===== src/rtl/fetch_unit_pkg.sv =====
// Shared definitions for the fetch unit: default geometry and FSM state encoding.
// Build option FETCH_STACK_GUARD_EN (see fetch_unit.sv) does not affect this file.
package fetch_unit_pkg;

   localparam int ADDR_WIDTH_DEF  = 16;
   localparam int INSTR_WIDTH_DEF = 28;
   localparam int STACK_DEPTH_DEF = 8;

   typedef enum logic [1:0] {
      ST_INIT  = 2'd0,
      ST_RUN   = 2'd1,
      ST_FLUSH = 2'd2
   } fetch_state_e;

endpackage


===== src/rtl/fetch_unit_return_stack.sv =====
// Return-address stack for fetch_unit (module return_stack).
// FETCH_STACK_GUARD_EN: when defined, push on full / pop on empty are suppressed; otherwise the pointer wraps.
module return_stack
   import fetch_unit_pkg::*;
#(
   parameter int DATA_WIDTH = ADDR_WIDTH_DEF,
   parameter int DEPTH      = STACK_DEPTH_DEF
) (
   input  logic                  clk,
   input  logic                  rst_n,
   input  logic                  push,
   input  logic                  pop,
   input  logic [DATA_WIDTH-1:0] push_data,
   output logic [DATA_WIDTH-1:0] pop_data,
   output logic                  full,
   output logic                  empty
);

`ifdef FETCH_STACK_GUARD_EN
   localparam bit GUARD = 1'b1;
`else
   localparam bit GUARD = 1'b0;
`endif

   localparam int PW = (DEPTH > 1) ? $clog2(DEPTH) : 1;

   logic [PW-1:0]         ptr_q, ptr_d;
   logic [PW:0]           cnt_q, cnt_d;
   logic [DATA_WIDTH-1:0] mem_q [DEPTH];
   logic [DATA_WIDTH-1:0] mem_d [DEPTH];
   logic [PW-1:0]         top_idx;
   logic                  push_en;
   logic                  pop_en;

   // cnt_q only feeds full/empty; ptr_q is the circular write pointer
   assign full     = (cnt_q == (PW+1)'(DEPTH));
   assign empty    = (cnt_q == '0);
   assign top_idx  = ptr_q - PW'(1);
   assign pop_data = mem_q[top_idx];
   assign push_en  = push & ~(GUARD & full);
   assign pop_en   = pop & ~push & ~(GUARD & empty);

   always_comb begin
      mem_d = mem_q;
      ptr_d = ptr_q;
      cnt_d = cnt_q;
      if (push_en) begin
         mem_d[ptr_q] = push_data;
         ptr_d        = ptr_q + PW'(1);
         if (!full) cnt_d = cnt_q + (PW+1)'(1);
      end else if (pop_en) begin
         ptr_d = top_idx;
         if (!empty) cnt_d = cnt_q - (PW+1)'(1);
      end
   end

   always_ff @(posedge clk or negedge rst_n) begin
      if (!rst_n) begin
         ptr_q <= '0;
         cnt_q <= '0;
         mem_q <= '{default: '0};
      end else begin
         ptr_q <= ptr_d;
         cnt_q <= cnt_d;
         mem_q <= mem_d;
      end
   end

endmodule


===== src/rtl/fetch_unit.sv =====
// Instruction fetch unit: PC, output register, redirects (jump/call/ret) with one-bubble flush.
// FETCH_STACK_GUARD_EN: defined -> sticky oOverflow/oUnderflow and guarded stack; undefined -> flags tied 0.
//
// state    | meaning
// ST_INIT  | first cycle after reset release, nothing fetched
// ST_RUN   | normal fetch, stall hold, redirect sampling when oValid=1
// ST_FLUSH | bubble after redirect; fetches at new PC, requests ignored
module fetch_unit
   import fetch_unit_pkg::*;
#(
   parameter int ADDR_WIDTH  = ADDR_WIDTH_DEF,
   parameter int INSTR_WIDTH = INSTR_WIDTH_DEF,
   parameter int STACK_DEPTH = STACK_DEPTH_DEF
) (
   input  logic                   Clock,
   input  logic                   Reset,
   output logic [ADDR_WIDTH-1:0]  oAddress,
   input  logic [INSTR_WIDTH-1:0] iInstruction,
   input  logic                   iStall,
   input  logic                   iJump,
   input  logic                   iCall,
   input  logic                   iRet,
   input  logic [ADDR_WIDTH-1:0]  iTarget,
   output logic [INSTR_WIDTH-1:0] oInstruction,
   output logic [ADDR_WIDTH-1:0]  oPC,
   output logic                   oValid,
   output logic                   oOverflow,
   output logic                   oUnderflow
);

`ifdef FETCH_STACK_GUARD_EN
   localparam bit GUARD = 1'b1;
`else
   localparam bit GUARD = 1'b0;
`endif

   fetch_state_e           state_q, state_d;
   logic [ADDR_WIDTH-1:0]  pc_q, pc_d;
   logic [INSTR_WIDTH-1:0] instr_q, instr_d;
   logic [ADDR_WIDTH-1:0]  opc_q, opc_d;
   logic                   valid_q, valid_d;
   logic                   ovf_q, ovf_d;
   logic                   unf_q, unf_d;

   logic                   stk_push;
   logic                   stk_pop;
   logic [ADDR_WIDTH-1:0]  stk_data;
   logic                   stk_full;
   logic                   stk_empty;

   return_stack #(
      .DATA_WIDTH (ADDR_WIDTH),
      .DEPTH      (STACK_DEPTH)
   ) u_return_stack (
      .clk       (Clock),
      .rst_n     (Reset),
      .push      (stk_push),
      .pop       (stk_pop),
      .push_data (opc_q + ADDR_WIDTH'(1)),
      .pop_data  (stk_data),
      .full      (stk_full),
      .empty     (stk_empty)
   );

   always_comb begin
      state_d  = state_q;
      pc_d     = pc_q;
      instr_d  = instr_q;
      opc_d    = opc_q;
      valid_d  = valid_q;
      ovf_d    = ovf_q;
      unf_d    = unf_q;
      stk_push = 1'b0;
      stk_pop  = 1'b0;
      case (state_q)
         ST_INIT: state_d = ST_RUN;
         ST_FLUSH: begin
            instr_d = iInstruction;
            opc_d   = pc_q;
            valid_d = 1'b1;
            pc_d    = pc_q + ADDR_WIDTH'(1);
            state_d = ST_RUN;
         end
         ST_RUN: begin
            if (valid_q && (iRet || iCall || iJump)) begin
               valid_d = 1'b0;
               state_d = ST_FLUSH;
               if (iRet) begin
                  stk_pop = 1'b1;
                  if (GUARD && stk_empty) begin
                     pc_d  = '0;
                     unf_d = 1'b1;
                  end else begin
                     pc_d = stk_data;
                  end
               end else if (iCall) begin
                  stk_push = 1'b1;
                  pc_d     = iTarget;
                  if (GUARD && stk_full) ovf_d = 1'b1;
               end else begin
                  pc_d = iTarget;
               end
            end else if (!iStall) begin
               instr_d = iInstruction;
               opc_d   = pc_q;
               valid_d = 1'b1;
               pc_d    = pc_q + ADDR_WIDTH'(1);
            end
         end
         default: state_d = ST_INIT;
      endcase
   end

   always_ff @(posedge Clock or negedge Reset) begin
      if (!Reset) begin
         state_q <= ST_INIT;
         pc_q    <= '0;
         instr_q <= '0;
         opc_q   <= '0;
         valid_q <= 1'b0;
         ovf_q   <= 1'b0;
         unf_q   <= 1'b0;
      end else begin
         state_q <= state_d;
         pc_q    <= pc_d;
         instr_q <= instr_d;
         opc_q   <= opc_d;
         valid_q <= valid_d;
         ovf_q   <= ovf_d;
         unf_q   <= unf_d;
      end
   end

   assign oAddress     = pc_q;
   assign oInstruction = instr_q;
   assign oPC          = opc_q;
   assign oValid       = valid_q;
   assign oOverflow    = ovf_q;
   assign oUnderflow   = unf_q;

endmodule


===== config.mk =====
export PLATFORM = sky130hd
export DESIGN_NAME = fetch_unit
export DESIGN_NICKNAME = d
export VERILOG_FILES = /design/src/rtl/fetch_unit_pkg.sv /design/src/rtl/fetch_unit_return_stack.sv /design/src/rtl/fetch_unit.sv
export SDC_FILE = /design/constraint.sdc
export NUM_CORES = 1
export LEC_CHECK = 0
export CORE_ASPECT_RATIO = 1.1
export CORE_MARGIN = 10
export CORE_UTILIZATION = 50
export CTS_CLUSTER_SIZE = 10
export DETAILED_ROUTE_END_ITERATION = 8
export HOLD_SLACK_MARGIN = 0.03
export PLACE_DENSITY = 0.76
export SLEW_MARGIN = 15
export SYNTH_ARGS = -nofsm -noshare
export SYNTH_HDL_FRONTEND = slang
export SYNTH_SLANG_ARGS = --single-unit

===== constraint.sdc =====
create_clock -name Clock -period 2.2 [get_ports Clock]
set_input_delay 0.55 -clock Clock [delete_from_list [all_inputs] [get_ports Clock]]
set_output_delay 0.55 -clock Clock [all_outputs]
set_load 0.02 [all_outputs]

== Yosys cells after proc, flatten, opt, wreduce, memory -nomap -nowiden ==
Cells that the tools add are included.

* Register bits after elaboration: 194
* Latch bits: 0
* Bits in writable memories: 0
* Memory bits (read-only): 0
* Bits of input ports: 50
* Output and inout port bits: 63
* Word-level logic and storage cells: 71
* Memories kept: 0

* Add/sub/neg operators: 4
* Multiply operators: 0
* Divide/modulo/power cells: 0
* Magnitude comparators: 3
* Eq/ne operators: 6
* Shift-type cells: 0
* Multiplexer cells: 30
* Bitwise gates (word level): 4
* Reductions and logical operators: 10

{| class="wikitable"
|+ Operators by type and width
! kind !! count
|-
| bitwise mux 128 bit || 1
|-
| two-way mux 16 bit || 8
|-
| one-hot mux 16 bit (2 select lines) || 2
|-
| two-way mux 28 bit || 2
|-
| one-hot mux 28 bit (2 select lines) || 1
|-
| binary-select mux 16 bit (select 3 bit) || 1
|-
| demux 16 bit (select 3 bit) || 1
|-
| adder 16 x 1 -> 16 bit (second input constant) || 2
|-
| two-way mux 1 bit || 9
|-
| greater-or-equal comparator 4 bit (second input constant) || 2
|-
| NOT 3 -> 4 bit || 2
|-
| two-way mux 3 bit || 2
|-
| != test 2 bit (second input constant) || 3
|-
| < comparator 4 x 1 -> 1 bit (second input constant) || 1
|-
| one-hot mux 2 bit (2 select lines) || 1
|-
| nonzero test 2 bit || 2
|-
| adder 3 x 1 -> 3 bit (second input constant) || 1
|-
| != test 3 bit (second input constant) || 1
|-
| AND reduction 3 bit || 1
|-
| subtractor 3 x 1 -> 3 bit (second input constant) || 1
|-
| == test 2 x 1 -> 1 bit (second input constant) || 1
|-
| == test 2 bit (second input constant) || 1
|-
| logical AND 1 bit || 2
|-
| logical NOT 2 bit || 1
|-
| other kinds (7) || 8
|}

== Longest topological paths before layout ==
* Word-level depth: 9
* Mapped depth: 10

== Hierarchy ==
From an unflattened synthesis, not the netlist that was laid out.

* Cell total of the unflattened synthesis: 668
* Area total of the unflattened synthesis: 9738.1 µm²

{| class="wikitable"
|+ Modules (own cells, without submodules)
! module !! times used !! cells each !! area each (µm²)
|-
| return_stack || 1 || 376 || 6266.0
|-
| fetch_unit || 1 || 292 || 3472.1
|}

== Least setup slack after synthesis ==
No wires, ideal clock.

* Kind: register to register
* Start: register u_return_stack.ptr_q[0]
* End: register pc_q[12] (netlist: oAddress[12])
* Library setup time: 0.135 ns
* Arrival: 2.104 ns
* Data required time: 2.065 ns
* Slack: -0.039 ns
* Cell stages (with the launch flop): 11
* Buffers on the path: 3
* Clock period less this slack: 2.239 ns
* Cell sequence: dfrtp_1 -> buf_2 -> inv_1 -> ha_1 -> buf_2 -> clkbuf_1 -> mux4_2 -> nand2_1 -> nand3_1 -> o211ai_1 -> o21ai_0

* Word-level cells in the longest chain between the ends: 8

{| class="wikitable"
|+ RTL lines
! element !! line !! source
|-
| from (decl) || fetch_unit_return_stack.sv:27 || <nowiki>logic [PW-1:0] ptr_q, ptr_d;</nowiki>
|-
| from (signal assigned) || fetch_unit_return_stack.sv:63 || <nowiki>ptr_q <= ptr_d;</nowiki>
|-
| subtractor 3 x 1 -> 3 bit || fetch_unit_return_stack.sv:38 || <nowiki>assign top_idx = ptr_q - PW'(1);</nowiki>
|-
| NOT 3 -> 4 bit (not written as such) || fetch_unit_return_stack.sv:39 || <nowiki>assign pop_data = mem_q[top_idx];</nowiki>
|-
| binary-select mux 16 bit (select 3 bit) || fetch_unit_return_stack.sv:39 ||
|-
| two-way mux 16 bit (not written as such) (2 in series) || fetch_unit_return_stack.sv:39 ||
|-
| two-way mux 16 bit || fetch_unit.sv:88 || <nowiki>if (iRet) begin</nowiki>
|-
| two-way mux 16 bit || fetch_unit.sv:85 || <nowiki>if (valid_q && (iRet || iCall || iJump)) begin</nowiki>
|-
| one-hot mux 16 bit (2 select lines) || fetch_unit.sv:75 || <nowiki>case (state_q)</nowiki>
|-
| to (signal assigned) || fetch_unit.sv:125 || <nowiki>pc_q <= pc_d;</nowiki>
|-
| to (decl) || fetch_unit.sv:38 || <nowiki>logic [ADDR_WIDTH-1:0] pc_q, pc_d;</nowiki>
|}

No other way between the ends. The select of a mux whose other input is x is not followed.
A chain may end at the register's enable or synchronous reset.

== Worst setup path in the final report ==
* Start: register opc_q[9] (netlist: oPC[9])
* End: output port oPC[9]

{| class="wikitable"
|+ RTL lines
! element !! line !! source
|-
| from (decl) || fetch_unit.sv:40 || <nowiki>logic [ADDR_WIDTH-1:0] opc_q, opc_d;</nowiki>
|-
| from (signal assigned) || fetch_unit.sv:127 || <nowiki>opc_q <= opc_d;</nowiki>
|-
| to (decl) || fetch_unit.sv:25 || <nowiki>output logic [ADDR_WIDTH-1:0] oPC,</nowiki>
|}

No word-level cell between the ends.

==> results by group <==
Status
  – Status: complete, no violations

Die
  – Top Ports: 113
  – Core Area: around 0.018 mm^2
  – Die W: 149 um
  – Starting density of the core: around half
  – Site Rows: between 50 and 60
  – Die Ht: 162 um
  – Die Area: 0.0241 mm^2

Clock network
  – Clk root buf: clkbuf_16
  – CTS tree: yes
  – CTS max path bufs: 2
  – Clock sinks: 194
  – H-tree depth: 4
  – Worst skew pair latency: 430 ps
  – Clock-pin slew on the worst setup and hold paths: about 70 ps
  – Num CTS Buffers: 17

Synthesis
  – Seq cells post-synth: 194
  – Synth Cell Area: a little over 0.009 mm^2
  – Gate Count Post-Synth: 830
  – Fraction of registers with async set/reset: 100%
  – Syn. warnings: 0
  – Post-synth EDFFs: 0
  – Syn Area/Cell: 11.0 um^2
  – Ys flop type: dfrtp_1
  – Number of distinct library cells after synthesis: 59
  – Sequential area share after synthesis: 53.0%

Worst setup path
  – Crit path launch type: flip-flop
  – Worst path top cell family by delay: buffers and inverters
  – Arr. time, crit path: 1590 ps
  – FF-to-FF path depth: 8
  – Crit path buf inv count: 2
  – Critical path type: reg2out
  – Crit-path slowest cell: clkdlybuf4s50_1
  – Worst EP required: 1650 ps
  – Max incr delay on CP: 600 ps
  – Reg2Reg Setup Slack: ~110 ps
  – Reg2reg start: u_return_stack.ptr_q[0]$_DFFE_PN0P_
  – Setup crit end kind: output pin
  – CP cell instances: buf_4, clkdlybuf4s50_1
  – CP max FO: 3
  – R2R Path End: oAddress[4]$_DFFE_PN0P_

Final layout
  – Area grow syn2layout: 26.0%
  – Most frequent cells in the layout: dfrtp_1 (194), nand2_1 (124), clkdlybuf4s50_1 (108)
  – Fin util: 64.6%
  – Fin nets: just over 1000
  – Ratio of cells with drive above 1 in the final layout: approximately a fifth
  – Number of diodes: 0
  – Most common library cell in the layout ignoring fill and taps: dfrtp_1
  – Layout Cells excl Fill: 1227
  – Final Cell Area: 0.0115 mm^2

Routing
  – Uppermost layer routed: met4
  – Vias per cell: about 5.6
  – Wirelength per Cell: about 19 um
  – Metal-1 WL: 10300 um
  – DRT Pass-1 Iters: 5
  – Met2 routed WL: 11700 um
  – 1st-iter DRT viols: 496
  – DR vias: 6850
  – DR WL met3: around 1400 um
  – Antenna-violating nets left: 0
  – Overall routed net length: 23800 um
  – DRC: 0

Timing
  – Worst Max-Slew Pin Slew: about 870 ps
  – Skew final: 8.69 ps
  – Tmin final: between 2000 and 2500 ps
  – RSZ-0062 raised after global routing: no
  – TNS Setup: 0 ps
  – Final setup viols: 0
  – Fin. max-slew vios: 0
  – Worst Hold Slack: 57.4 ps
  – Tcrit/Tclk final: 97.1%
  – Fmax: approximately 470 MHz
  – Final hold violations: 0
  – Slew margin rel.: 41.6%

GRT
  – Gr usage total: 19.9%
  – First-pass GRT wire length: 38200 um
  – Initial antenna violation count: 0
  – Pin count of the biggest net entering global routing: 56
  – Vias in the first global route: 6942
  – Gr ovfl total: 0

Pwr
  – Sw power: 0.00687 W
  – Internal power: 0.0112 W
  – Clock power share: 17.1%
  – Flop pwr share: 33.9%
  – Leakage power: about 5.0 nW
  – Sw frac: a little under two fifths
  – Maximum vdd drop: 0.000862 V
  – PD cells: 1570 mW/mm^2
  – Combinational power share: 49.1%

Placed design
  – IO Port Bufs: 110
  – GP Congestion: 0.895
  – Placed cell areas: around 0.011 mm^2
  – DP HPWL: 17000 um
  – Cell total after placement: 1192

Min path
  – HP Class: in2async

Flow run
  – Maxcap violations: 0
[logic make-up after synthesis]
logic type,after synthesis,share of synthesized area [%]
AO/OA/AOI/OAI,168,10.7
XOR/XNOR,33,3.53
adder cells (fa/ha/maj),8,1.09
buffers and inverters,71,4.45
flip-flops,194,53.0
multiplexers,84,13.9
other,1,0.0409
AND/OR/NAND/NOR,271,13.3
[power by group through the flow]
| stage | Sequential [W] | Combinational [W] | Clock [W] |
|---|---|---|---|
| 6_report | 0.00612 | 0.00886 | 0.00308 |
| 5_1_grt | 0.00629 | 0.00954 | 0.00327 |
| 4_1_cts | 0.00610 | 0.00887 | 0.00311 |
| 3_5_place_dp | 0.00615 | 0.00878 | 0 |
| 3_3_place_gp | 0.00607 | 0.00861 | 0 |
| 2_1_floorplan | 0.00658 | 0.00498 | 0 |
[per-stage QoR]
stage | worst slack, ps | power (W)
after floorplan | 106 | 0.0116
after global placement | -203 | 0.0147
after detailed placement | -223 | 0.0149
after CTS | 3.56 | 0.0181
after global routing | 14.4 | 0.0191
final | 62.7 | 0.0181
[routing by layer]
layer | vias up | track usage, %
li1 | 3180 | -
met1 | 3392 | 25.4
met2 | 246 | 33.4
met3 | 32 | 3.84
met4 | 0 | 6.34
met5 | - | 0
[area by class of cell]
cell class	instances	area [um^2]
clock inverters	8	103
inverters	13	48.8
repair buffers	184	1820
multi-input cells	566	3930
fillers	1315	6330
flip-flops and latches	194	4850
clock buffers	24	482
well taps	238	298
[flip-flops by register name (all words and copies together), names as in the netlist]
signal and count:
u_return_stack.mem_q 128, oInstruction 28, oAddress 16, oPC 16, u_return_stack.ptr_q 3, state_q 2
oValid 1
[synthesized netlist by cell type (15+ instances only)]
cell	n	area share, %
mux4_2	22	5.4
o21ai_0	24	1.3
nand3_1	27	1.5
o211ai_1	15	1.2
o21ai_1	43	2.4
a21oi_1	56	3.1
nand2_1	125	5.1
mux2_4	25	4.1
nor2_1	76	3.1
xnor2_1	22	2.1
dfrtp_1	194	53
mux2_2	22	2.7
clkbuf_1	15	0.61
buf_2	20	1.1
[how the worst max path moves through the flow]
stage | slack, ps | cells past startpoint | start | to
after detailed placement | -220 | 7 | iRet | u_return_stack.mem_q[63]$_DFFE_PN0P_
after global routing | 10 | 5 | oPC[7]$_DFFE_PN0P_ | u_return_stack.mem_q[124]$_DFFE_PN0P_
after global placement | -200 | 7 | iRet | u_return_stack.mem_q[63]$_DFFE_PN0P_
final | 60 | 2 | oPC[9]$_DFFE_PN0P_ | oPC[9]
after floorplan | 110 | 9 | u_return_stack.ptr_q[0]$_DFFE_PN0P_ | oAddress[13]$_DFFE_PN0P_
after CTS | 4 | 2 | oPC[0]$_DFFE_PN0P_ | oPC[0]
[what timing repair did]
action | CTS | global route
resized for setup | 2 | 5
hold buffers | 0 | 0
buffers inserted | 0 | 2
cloned | 0 | 1
endpoints found under the setup margin | 3 | 23
endpoints found under the hold margin | 0 | 0
(Power assumes the default switching activity.)
